[src/rtl/adder_arbiter.sv]
// Round-robin arbiter that shares one Fast_Adder between NREQ requesters and
// returns each 9-bit sum on a single tagged response port.

module Fast_Adder (
    input  logic [8:0] a,
    input  logic [8:0] b,
    output logic [8:0] sum
);
    logic [8:0] g;
    logic [8:0] p;
    logic [8:0] c;

    always_comb begin
        g    = a & b;
        p    = a ^ b;
        c    = '0;
        for (int i = 0; i < 8; i++) begin
            c[i+1] = g[i] | (p[i] & c[i]);
        end
        sum = p ^ c;
    end
endmodule

// Handshakes: a transfer happens on a rising edge where valid and ready are
// both high; valid must then hold its payload stable until ready is seen.
module adder_arbiter #(
    parameter int NREQ = 4,
    parameter int IDW  = 2
) (
    input  logic              clk,
    input  logic              reset,
    input  logic [NREQ-1:0]   req_valid,
    input  logic [8*NREQ-1:0] req_a,
    input  logic [8*NREQ-1:0] req_b,
    output logic [NREQ-1:0]   req_ready,
    output logic              rsp_valid,
    input  logic              rsp_ready,
    output logic [8:0]        rsp_sum,
    output logic [IDW-1:0]    rsp_id,
    output logic              busy,
    output logic [15:0]       ops_count,
    output logic [1:0]        dbg_state
);
    typedef enum logic [1:0] {IDLE = 2'd0, ADD = 2'd1, RESP = 2'd2} state_t;

    state_t         state_q, state_d;
    logic [IDW-1:0] ptr_q, ptr_d;
    logic [7:0]     op_a_q, op_a_d;
    logic [7:0]     op_b_q, op_b_d;
    logic [IDW-1:0] id_q, id_d;
    logic [8:0]     rsp_sum_q, rsp_sum_d;
    logic [IDW-1:0] rsp_id_q, rsp_id_d;
    logic [15:0]    ops_count_q, ops_count_d;

    logic           grant_found;
    logic [IDW-1:0] grant_idx;
    logic [IDW:0]   cand;
    logic [8:0]     add_sum;

    Fast_Adder u_fast_adder (
        .a   ({1'b0, op_a_q}),
        .b   ({1'b0, op_b_q}),
        .sum (add_sum)
    );

    // Scan from ptr upwards, wrapping at NREQ; the first valid requester wins.
    always_comb begin
        grant_found = 1'b0;
        grant_idx   = '0;
        cand        = '0;
        for (int k = 0; k < NREQ; k++) begin
            cand = {1'b0, ptr_q} + (IDW+1)'(k);
            if (cand >= (IDW+1)'(NREQ)) begin
                cand = cand - (IDW+1)'(NREQ);
            end
            if (!grant_found && req_valid[cand[IDW-1:0]]) begin
                grant_found = 1'b1;
                grant_idx   = cand[IDW-1:0];
            end
        end
    end

    always_comb begin
        state_d     = state_q;
        ptr_d       = ptr_q;
        op_a_d      = op_a_q;
        op_b_d      = op_b_q;
        id_d        = id_q;
        rsp_sum_d   = rsp_sum_q;
        rsp_id_d    = rsp_id_q;
        ops_count_d = ops_count_q;
        case (state_q)
            IDLE: begin
                if (grant_found) begin
                    op_a_d  = req_a[8*int'(grant_idx) +: 8];
                    op_b_d  = req_b[8*int'(grant_idx) +: 8];
                    id_d    = grant_idx;
                    ptr_d   = (grant_idx == IDW'(NREQ-1)) ? '0 : grant_idx + IDW'(1);
                    state_d = ADD;
                end
            end
            ADD: begin
                rsp_sum_d = add_sum;
                rsp_id_d  = id_q;
                state_d   = RESP;
            end
            RESP: begin
                if (rsp_ready) begin
                    ops_count_d = ops_count_q + 16'd1;
                    state_d     = IDLE;
                end
            end
            default: state_d = IDLE;
        endcase
    end

    always_ff @(posedge clk or posedge reset) begin
        if (reset) begin
            state_q     <= IDLE;
            ptr_q       <= '0;
            op_a_q      <= '0;
            op_b_q      <= '0;
            id_q        <= '0;
            rsp_sum_q   <= '0;
            rsp_id_q    <= '0;
            ops_count_q <= '0;
        end else begin
            state_q     <= state_d;
            ptr_q       <= ptr_d;
            op_a_q      <= op_a_d;
            op_b_q      <= op_b_d;
            id_q        <= id_d;
            rsp_sum_q   <= rsp_sum_d;
            rsp_id_q    <= rsp_id_d;
            ops_count_q <= ops_count_d;
        end
    end

    // Gated by reset so the grant drops immediately, not at the next edge.
    always_comb begin
        req_ready = '0;
        if (state_q == IDLE && grant_found && !reset) begin
            req_ready[grant_idx] = 1'b1;
        end
    end

    assign rsp_valid = (state_q == RESP);
    assign busy      = (state_q != IDLE);
    assign rsp_sum   = rsp_sum_q;
    assign rsp_id    = rsp_id_q;
    assign ops_count = ops_count_q;
    assign dbg_state = state_q;
endmodule

[config.mk]
export PLATFORM = sky130hd
export DESIGN_NAME = adder_arbiter
export DESIGN_NICKNAME = d
export VERILOG_FILES = /design/src/rtl/adder_arbiter.sv
export SDC_FILE = /design/constraint.sdc
export NUM_CORES = 1
export LEC_CHECK = 0
export ABC_AREA = 1
export BUFFER_PORTS_ARGS = -buffer_cell sky130_fd_sc_hd__buf_2
export CORE_AREA = 2 2 81 83
export CTS_BUF_LIST = sky130_fd_sc_hd__clkbuf_8
export DETAILED_ROUTE_END_ITERATION = 8
export DIE_AREA = 0 0 83 85
export PLACE_DENSITY_LB_ADDON = 0.15
export SYNTH_ARGS = -nofsm -noshare
export SYNTH_HDL_FRONTEND = slang
export SYNTH_SLANG_ARGS = --single-unit
[constraint.sdc]
create_clock -name clk -period 4.5 [get_ports clk]
set_input_delay 0.45 -clock clk [delete_from_list [all_inputs] [get_ports clk]]
set_output_delay 0.45 -clock clk [all_outputs]
set_load 0.05 [all_outputs]
Word level (Yosys, flattened, before mapping)

Cells that the tools add are included.

Register bits after elaboration: 49
Bits in latches: 0
RAM bits: 0
Bits in read-only memories: 0
Output and inout port bits: 35
Word-level logic and storage cells: 93
Memories: 0

Add/sub/neg operators: 9
Multipliers: 0
Div/mod/pow operators: 0
Magnitude comparators: 10
Eq/ne operators: 5
Shifts and indexed selects: 2
Mux-type cells: 27
Bitwise gates (word level): 17
Reduce and logical (&&, ||, !) cells: 15

Operator list:

| kind                    | number |
|---|---|
| $shiftx A32 B6 Y8       | 2 |
| $mux W2                 | 11 |
| $add A16 B1 Y16 const B | 1 |
| $lt A2 B3 Y1 const B    | 5 |
| $ge A3 B3 Y1 const B    | 3 |
| $mux W1                 | 9 |
| $xor A9 B9 Y9           | 1 |
| $and A8 B8 Y8           | 1 |
| $bmux W1 S2             | 4 |
| $sub A2 B1 Y2 const B   | 4 |
| $xor A8 B8 Y8           | 1 |
| $and A1 B1 Y1           | 7 |
| $or A1 B1 Y1            | 7 |
| $add A2 B2 Y3 const B   | 2 |
| $logic_and A1 B1 Y1     | 6 |
| $pmux W2 S3             | 1 |
| $reduce_and A2 Y1       | 3 |
| $eq A2 B2 Y1 const B    | 2 |
| $logic_not A1 Y1        | 4 |
| $mux W4                 | 1 |
| $add A2 B1 Y3 const B   | 1 |
| $ge A2 B3 Y1 const B    | 1 |
| $add A2 B1 Y2 const B   | 1 |
| $demux W1 S2            | 1 |
| other kinds (6)         | 6 |

Depth between registers and ports, before layout

Gate-level depths: netlist (run 1).

Depth after elaboration: 19
Mapped depth: 15
Gate-level depth less buffers: 14

Cells and area by module

Synthesis (run 1) repeated with hierarchy kept, for this count alone.

Cells, all modules: 402
Area total of the unflattened synthesis: 3234.4 um^2

By module, submodules not included:

| module        | instances | cells an instance | area an instance (um^2) |
|---|---|---|---|
| adder_arbiter | 1         | 384               | 3041.7 |
| Fast_Adder    | 1         | 18                | 192.7 |

Worst setup path before layout (run 1)

Ideal clock, no wire load.

Path kind: register -> register
From: register op_a_q[0]
To: register rsp_sum_q[7] (netlist: rsp_sum[7])
Arrival time: 3.398 ns
Slack: 1.019 ns
Cell stages (with the launch flop): 11
Cell sequence: dfrtp_1 -> ha_1 -> fa_1 -> fa_1 -> fa_1 -> fa_1 -> fa_1 -> fa_1 -> inv_1 -> fa_1 -> o21ai_0

Longest elaborated chain between the ends: 14

Ends and longest elaborated chain:

| what                   | line | text |
|---|---|---|
| from (decl)            | 48   | `logic [7:0] op_a_q, op_a_d;` |
| from (signal assigned) | 130  | `op_a_q <= op_a_d;` |
| $and A8 B8 Y8          | 14   | `g = a & b;` |
| $and A1 B1 Y1          | 18   | `c[i+1] = g[i] \| (p[i] & c[i]);` |
| $or A1 B1 Y1           | 18   |  |
| $and A1 B1 Y1          | 18   |  |
| $or A1 B1 Y1           | 18   |  |
| $and A1 B1 Y1          | 18   |  |
| $or A1 B1 Y1           | 18   |  |
| $and A1 B1 Y1          | 18   |  |
| $or A1 B1 Y1           | 18   |  |
| $and A1 B1 Y1          | 18   |  |
| $or A1 B1 Y1           | 18   |  |
| $and A1 B1 Y1          | 18   |  |
| $or A1 B1 Y1           | 18   |  |
| $xor A9 B9 Y9          | 20   | `sum = p ^ c;` |
| to (signal assigned)   | 133  | `rsp_sum_q <= rsp_sum_d;` |
| to (decl)              | 51   | `logic [8:0] rsp_sum_q, rsp_sum_d;` |

Every way passes these cells.
A chain may end at the register's enable or synchronous reset.

Worst setup path in the final report (run 1)

Same ends and word-level chain as after synthesis.

==> flow_summary.toml, run 1 <==
[outcome]
status = "complete, no violations"

[floorplanning]
die_h_microns = 85
die-area_sq_um = 7060
die_x_microns = 83
pin_count = 106
rows = 29
start_util_pct = 51.4
core_area_sq_um = 6200

[global_route]
grt_overflow = 0
grt_max_degree = 52
grt_usage_pct = 19.6
grt_pass1_wl_microns = 11400
antenna_found_initial = 0
grt_pass1_vias = 2596

[synth]
async_reset_ff_share_pct = 100
yosysTopAreaCell = "dfrtp_1"
yosysSeqAreaShare_pct = 38.5
syn-cell-area_sq_um = 3190
synth_seq_cells = 49
synth_edf_count = 0
yosysMostFrequentCell = "nand2_1"
synth_top_area_share_pct = 38.5
ys_top_cells_by_count = "nand2_1 (137), inv_1 (60), nand3_1 (52)"
syn_avg_cell_area_sq_um = 7.66
synth_flop_cell = "dfrtp_1"
syn-num-nets = 500
yosysWarningCount = 0
synthTopCellsByArea = "dfrtp_1 (38%), nand2_1 (16%), nand3_1 (8.2%)"
netlist_instances = 416
yosysUniqueCellTypes = 31

[sta]
worstMarginPinSlew_ns = 0.615
setup_tns_ns = 0
slew_violations = 0
hold_violations = 0
period_share_pct = 80.1
max_slew_margin_pct = 59.0
rsz0062_at_grt = "no"
setup-violations-final = 0
fin_skew_ns = 0.0154
fin_crit_ns = 3.61
fmax_mhz = 277

[drt]
drtAntennaViolNets = 0
viasPerCell = 4.76
drc = 0
firstDrtPassIters = 4
wl_microns = 6710
wire_per_inst_microns = 11.3
vias = 2832
drt_iter0_markers = 85

[power_and_ir_drop]
p_per_area_nw_per_um2 = 791
leakage_nw = 2.20
ir_drop_uv = 718

[placement]
portBuffers = 105
dp.final_hpwl_microns = 5310
placed_area_sq_um = 3710
gp_congestion = 0.815

[worst_setup_path]
rrSetupSlack_ns = 0.89
start_kind = "flop"
critPathMostFrequentCell = "fa_1"
max_stage_delay_ns = 0.41
r2r_cells = 10
critPathMaxFanout = 2
startpoint = "op_a_q[0]"
end_kind = "flop"
slowest_stage = "fa_1"
cp.required_ns = 4.73
path_class = "reg -> reg"
r2r-start = "op_a_q[0]"
arrival_ns = 3.84
r2r-end = "rsp_sum[7]"
worstPathCellList = "ha_1 -> fa_1 -> fa_1 -> fa_1 -> fa_1 -> fa_1 -> fa_1 -> inv_1 -> fa_1 -> o21ai_0"

[hold_path]
min_path_type = "in -> async"

[cts]
path_clk_slew_ns = 0.10
ctsRootBufferMaster = "clkbuf_8"
cts.sinks = 49
cts_buffers = 5
post_cts_buffers = 0
insertion_delay_ns = 0.31
clock_path_buffers = 2
htreeDepth = 2
cts_resized = 0
ctsHoldBuffers = 0
tritoncts = "built"

[finish]
final_util_pct = 61.8
antenna_cells = 0
layout-drive-gt1-share_pct = 29.5
syn_to_final_growth_pct = 20.3
nets = 601
final_area_sq_um = 3830
fillers = 561

[run]
max-cap-violations = 0
-- critical path, delay by kind of cell (launching register included) --
family	cells	cell delay [ns]
buf+inv	1	0.08
flops	1	0.39
compound gates	1	0.15
fa+ha+maj	8	2.94
-- state kept, by name (all words and copies together), names as in the netlist --
name,flops
ops_count,16
rsp_sum,9
op_b_q,8
dbg_state,2
id_q,2
ptr_q,2
rsp_id,2
op_a_q,8
-- worst max path at each step --
stage	end	slack, ns	cells past startpoint
floorplan	rsp_sum[7]	1.02	10
global route	rsp_sum[7]	0.66	10
global placement	rsp_sum[7]	0.92	10
finish	rsp_sum[7]	0.89	10
CTS	rsp_sum[7]	0.87	10
detailed placement	rsp_sum[7]	0.88	10
-- power breakdown --
group | switching [mW] | internal (mW) | total, mW
combinational | 1.33 | 0.610 | 1.94
sequential | 0.144 | 0.624 | 0.768
clock | 0.147 | 0.181 | 0.328
-- cell type report --
| type | count | area, sq um | area share [%] |
|---|---|---|---|
| timing repair buffer | 106 | 533 | 13.9 |
| sequential | 49 | 1230 | 32.0 |
| clock inverter | 2 | 37.5 | 0.979 |
| clock buffer | 6 | 82.6 | 2.15 |
| multi-input combinational | 290 | 1610 | 42.1 |
| tap | 77 | 96.3 | 2.51 |
| inverter | 65 | 244 | 6.36 |
-- per-layer routing --
layer | global-route usage (%) | part of all wire (%) | vias to the layer above
li1 | - | - | 1478
met4 | 5.37 | 1.3 | 0
met2 | 32.0 | 45 | 80
met5 | 0 | 0 | -
met1 | 27.4 | 48 | 1266
met3 | 3.31 | 5.7 | 8
-- cell families (layout without fill, tap and decap cells) --
logic type      after synthesis  count (layout)  share of synthesized area (%)
xor+xnor                     13              13                           3.57
compound gates               13              13                           2.55
buf+inv                      77             179                           10.9
mux                           9               9                           3.18
simple gates                242             242                           34.6
flops                        49              49                           38.5
fa+ha+maj                    13              13                           6.75
-- cells in the final DEF (no fill, tap or decap), drive strengths merged --
master	instances
bufinv	1
inv	65
xor2	7
fa	7
a21boi	1
clkbuf	6
mux2	9
ha	6
dfrtp	49
nor3	1
a21oi	4
o21a	1
o31ai	1
nand2	149
clkinvlp	1
o22ai	1
xnor2	6
nor2	22
nand4	1
o21ai	5
nand3	54
buf	106
or2	15
-- metrics by stage --
| step | cells | setup WS [ns] | hold slack, ns | power, mW |
|---|---|---|---|---|
| after detailed placement | 587 | 0.875 | 0.477 | 2.73 |
| after global placement | 587 | 0.923 | 0.470 | 2.67 |
| after CTS | 595 | 0.875 | 0.308 | 3.07 |
| after floorplan | 416 | 1.02 | 0.460 | 2.41 |
| final | 595 | 0.894 | 0.283 | 3.03 |
| after global routing | 595 | 0.658 | 0.353 | 3.33 |
Power figures use the tool's default switching activity.
==> inputs of run 2 (changes only) <==
- CORE_AREA: 2 2 81 83 -> 2 2 85 87
- DIE_AREA: 0 0 83 85 -> 0 0 87 89
- clock period: 4.5 -> 3 ns (I/O delays scaled with it)
==> flow_summary.toml, run 2 (same netlist as run 1, synthesis figures left out) <==
[outcome]
status = "finished with violations"
violations = "setup timing"

[placement]
dp_cells = 593
portBuffers = 105
gp_congestion = 0.933
pre_cts_ws_ns = -0.396
dp.final_hpwl_microns = 5350

[sta]
setup_ws_ns = -0.338
setup-violations-final = 3
fin_crit_ns = 3.34
period_share_pct = 111
fmax_mhz = 300
hold_violations = 0
rsz0062_at_grt = "yes"
fin_skew_ns = 0.0112
setup_tns_ns = -0.528
worstMarginPinSlew_ns = 0.603
max_slew_margin_pct = 59.8
slew_violations = 0

[drt]
drc = 0
drtAntennaViolNets = 0
wl_microns = 6820
firstDrtPassIters = 4
wire_per_inst_microns = 11.3
drt_iter0_markers = 111
vias = 2794
viasPerCell = 4.64

[global_route]
grt_max_degree = 50
antenna_found_initial = 0
grt_usage_pct = 19.0
grt_pass1_wl_microns = 11700
grt_pass1_vias = 2616
grt_overflow = 0

[worst_setup_path]
start_kind = "flop"
cp.required_ns = 3.23
arrival_ns = 3.57
max_stage_delay_ns = 0.40
critPathMaxFanout = 2
slowest_stage = "fa_1"
critPathMostFrequentCell = "fa_2"
worstPathCellList = "ha_2 -> fa_2 -> fa_2 -> fa_2 -> fa_2 -> fa_2 -> fa_2 -> inv_2 -> fa_1 -> o21ai_1"
path_class = "reg -> reg"
end_kind = "flop"

[cts]
insertion_delay_ns = 0.31
path_clk_slew_ns = 0.10
cts_buffers = 5
cts.sinks = 49
ctsHoldBuffers = 0
tritoncts = "built"
htreeDepth = 2
ctsRootBufferMaster = "clkbuf_8"
clock_path_buffers = 2

[power_and_ir_drop]
seq_power_share_pct = 24.8
swShare_pct = 53.0
ir_drop_uv = 481
p_per_area_nw_per_um2 = 1190
power_switching_mw = 2.44
p_int_mw = 2.17
leakage_nw = 2.21
combPwrFrac_pct = 64.8
power.share.clock_pct = 10.4

[floorplanning]
die_x_microns = 87
core_area_sq_um = 6720
rows = 30
start_util_pct = 47.4
die-area_sq_um = 7740
pin_count = 106
die_h_microns = 89

[finish]
syn_to_final_growth_pct = 21.8
mostFrequentLayoutCell = "nand2_1"
nets = 605
layout-drive-gt1-share_pct = 31.8
antenna_cells = 0
finalNonFillerCells = 602
mostFrequentLayoutCells = "nand2_1 (137), buf_2 (105), inv_1 (58)"
largest_reg_flops = 16

[run]
max-cap-violations = 0

[hold_path]
min_path_type = "in -> async"
run 2: cell count changes in the layout (fill, tap and decap cells not counted):
cell      before  now
buf_4          1    5
clkbuf_8       6    5
clkinv_2       0    1
clkinv_4       0    1
dfrtp_1       49   48
dfrtp_2        0    1
fa_1           7    1
fa_2           0    6
ha_1           6    5
ha_2           0    1
inv_1         59   58
o21ai_0        3    2
o21ai_1        1    2
run 2: path summary, 6_finish.rpt:
| check | slack [ns] | start | endpoint | cells after the start |
|---|---|---|---|---|
| worst max-delay path | -0.34 | op_a_q[0] | rsp_sum[7] | 10 |
| worst min-delay path | 0.20 | reset | ops_count[13] | 3 |
| worst max register to register | -0.34 | op_a_q[0] | rsp_sum[7] | 10 |
| max in group asynchronous | 2.35 | reset | ptr_q[0] | 3 |
| worst min register to register | 0.50 | ops_count[14] | ops_count[14] | 1 |
| min in group clk | 0.28 | rsp_ready | dbg_state[1] | 4 |
run 2: metrics by stage:
stage / total power [mW] / cell area [sq um] / util (%) / hold slack (ns)
3_3_place_gp: 4.08 / 3750 / 55.9 / 0.473
3_5_place_dp: 4.14 / 3750 / 55.9 / 0.477
4_1_cts: 4.65 / 3870 / 57.6 / 0.225
6_report: 4.60 / 3880 / 57.8 / 0.202
2_1_floorplan: 3.63 / 3200 / - / 0.447
5_1_grt: 5.08 / 3880 / 57.8 / 0.252
run 2: layout make-up:
cell class	count	area, sq um
Clock buffer	5	68.8
Clock inverter	3	46.3
Fill cell	637	2840
Inverter	65	245
Multi-Input combinational cell	290	1630
Sequential cell	49	1230
Tap cell	80	100
Timing Repair Buffer	110	563
run 2: critical path: cells and delay by family, from the launching register on:
family                     cells  cell delay [ns]
AOI/OAI and AO/OA              1             0.14
DFF                            1             0.39
buffers and inverters          1             0.06
adders and majority gates      8             2.65
run 2: metal layers:
layer  wire length (microns)  share of wire [%]  up-vias  GRT usage, %
met1                    3320                 49     1218          25.7
li1                        -                  -     1485             -
met4                      57               0.84        0          4.12
met3                     401                5.9        5          4.06
met2                    3040                 45       86          31.5
met5                       0                  0        -             0
run 2: power by group through the flow:
stage | Combinational, mW | Sequential (mW) | Clock, mW
6_report | 2.99 | 1.14 | 0.477
3_5_place_dp | 2.97 | 1.18 | 0
2_1_floorplan | 2.11 | 1.52 | 0
4_1_cts | 3.00 | 1.17 | 0.488
5_1_grt | 3.38 | 1.18 | 0.514
3_3_place_gp | 2.91 | 1.16 | 0
run 2: timing repair:
item                                    4_1_cts  5_1_grt
resized for setup                             2        2
endpoints found under the setup margin        3        6
setup buffers                                 0        1
endpoints found under the hold margin         0        0
pin swaps                                     1        0
==> inputs of run 3 (changes only) <==
- SETUP_SLACK_MARGIN: default -> 0.2
==> flow_summary.toml, run 3 (same netlist as run 1, synthesis figures left out) <==
[outcome]
status = "finished with violations"
violations = "setup timing"

[cts]
ctsHoldBuffers = 0
insertion_delay_ns = 0.31
cts_buffers = 5
htreeDepth = 2
clock_path_buffers = 2
cts.sinks = 49
path_clk_slew_ns = 0.09
ctsRootBufferMaster = "clkbuf_8"
tritoncts = "built"

[worst_setup_path]
path_class = "reg -> reg"
cp.required_ns = 3.23
critPathMostFrequentCell = "fa_2"
r2r-start = "op_a_q[0]"
start_kind = "flop"
critPathMaxFanout = 2
r2r_cells = 10
rrSetupSlack_ns = -0.36
end_kind = "flop"
worstPathCellList = "ha_2 -> fa_2 -> fa_2 -> fa_2 -> fa_2 -> fa_2 -> fa_2 -> inv_2 -> fa_1 -> o21ai_1"
arrival_ns = 3.59
r2r-end = "rsp_sum[7]"
max_stage_delay_ns = 0.40
slowest_stage = "dfrtp_1"

[floorplanning]
die_x_microns = 87
rows = 30
pin_count = 106
die_h_microns = 89
start_util_pct = 47.4
core_area_sq_um = 6720
die-area_sq_um = 7740

[finish]
largest_reg_flops = 16
finalNonFillerCells = 605
antenna_cells = 0
mostFrequentLayoutCell = "nand2_1"
layout-drive-gt1-share_pct = 32.4
mostFrequentLayoutCells = "nand2_1 (137), buf_2 (103), inv_1 (58)"
fillers = 644
nets = 608
syn_to_final_growth_pct = 23.6

[placement]
portBuffers = 105
dp.final_hpwl_microns = 5450
dp_cells = 593
pre_cts_ws_ns = -0.323
gp_congestion = 0.931

[sta]
hold_violations = 0
setup_ws_ns = -0.360
fin_crit_ns = 3.36
fmax_mhz = 298
rsz0062_at_grt = "yes"
worstMarginPinSlew_ns = 0.597
setup_tns_ns = -0.567
setup-violations-final = 3
fin_skew_ns = 0.00982
period_share_pct = 112
slew_violations = 0
max_slew_margin_pct = 60.2

[power_and_ir_drop]
ir_drop_uv = 420
p_per_area_nw_per_um2 = 1210
leakage_nw = 2.23

[global_route]
grt_pass1_vias = 2665
antenna_found_initial = 0
grt_max_degree = 50
grt_usage_pct = 18.9
grt_overflow = 0
grt_pass1_wl_microns = 11600

[drt]
firstDrtPassIters = 4
wl_microns = 6940
drtAntennaViolNets = 0
viasPerCell = 4.70
wire_per_inst_microns = 11.5
drt_iter0_markers = 104
vias = 2842
drc = 0

[hold_path]
min_path_type = "in -> async"

[run]
max-cap-violations = 0
[run 3: per-layer routing]
layer	vias up	routed length [microns]	global-route usage [%]	share of wire, %
met4	0	70	4.69	1.0
li1	1482	-	-	-
met3	6	341	3.14	4.9
met1	1272	3440	26.8	50
met5	-	0	0	0
met2	82	3090	30.3	45
[run 3: metrics by stage]
stage	instance area, sq um	power, mW	utilization (%)	hold slack, ns
6_report	3940	4.75	58.6	0.191
5_1_grt	3940	5.22	58.6	0.252
4_1_cts	3900	4.76	58.1	0.225
3_5_place_dp	3760	4.17	55.9	0.478
3_3_place_gp	3760	4.09	55.9	0.473
2_1_floorplan	3200	3.64	-	0.447
[run 3: repair_timing]
action,4_1_cts,5_1_grt
resized for setup,2,6
setup buffers,1,3
pin swaps,1,0
gates cloned,0,0
setup endpoints to repair,5,8
[run 3: worst max path at each step]
stage / depth (start not counted) / slack (ns) / start / end
6_report: 10 / -0.36 / op_a_q[0] / rsp_sum[7]
5_1_grt: 10 / -0.45 / op_a_q[0] / rsp_sum[7]
4_1_cts: 10 / -0.37 / op_a_q[0] / rsp_sum[7]
3_5_place_dp: 10 / -0.32 / op_a_q[0] / rsp_sum[7]
3_3_place_gp: 10 / -0.27 / op_a_q[0] / rsp_sum[7]
2_1_floorplan: 10 / -0.20 / op_a_q[0] / rsp_sum[7]
[run 3: layout make-up]
type                            instances  area, sq um  share of cell area [%]
Multi-Input combinational cell        290         1640                    41.6
Clock buffer                            5         68.8                    1.75
Sequential cell                        49         1230                    31.2
Tap cell                               80          100                    2.54
Timing Repair Buffer                  113          591                    15.0
Inverter                               65          249                    6.32
Clock inverter                          3         65.1                    1.65
[run 3: where the power goes]
| group | total (mW) | switching (mW) | internal (mW) |
|---|---|---|---|
| clock network | 0.552 | 0.221 | 0.331 |
| registers | 1.14 | 0.203 | 0.939 |
| logic | 3.06 | 2.04 | 1.02 |
| total | 4.75 | 2.46 | 2.29 |
[run 3: critical path, delay by kind of cell, from the launching register on]
family,cells,cell delay (ns)
adders and majority gates,8,2.68
DFF,1,0.40
AOI/OAI and AO/OA,1,0.14
buffers and inverters,1,0.06
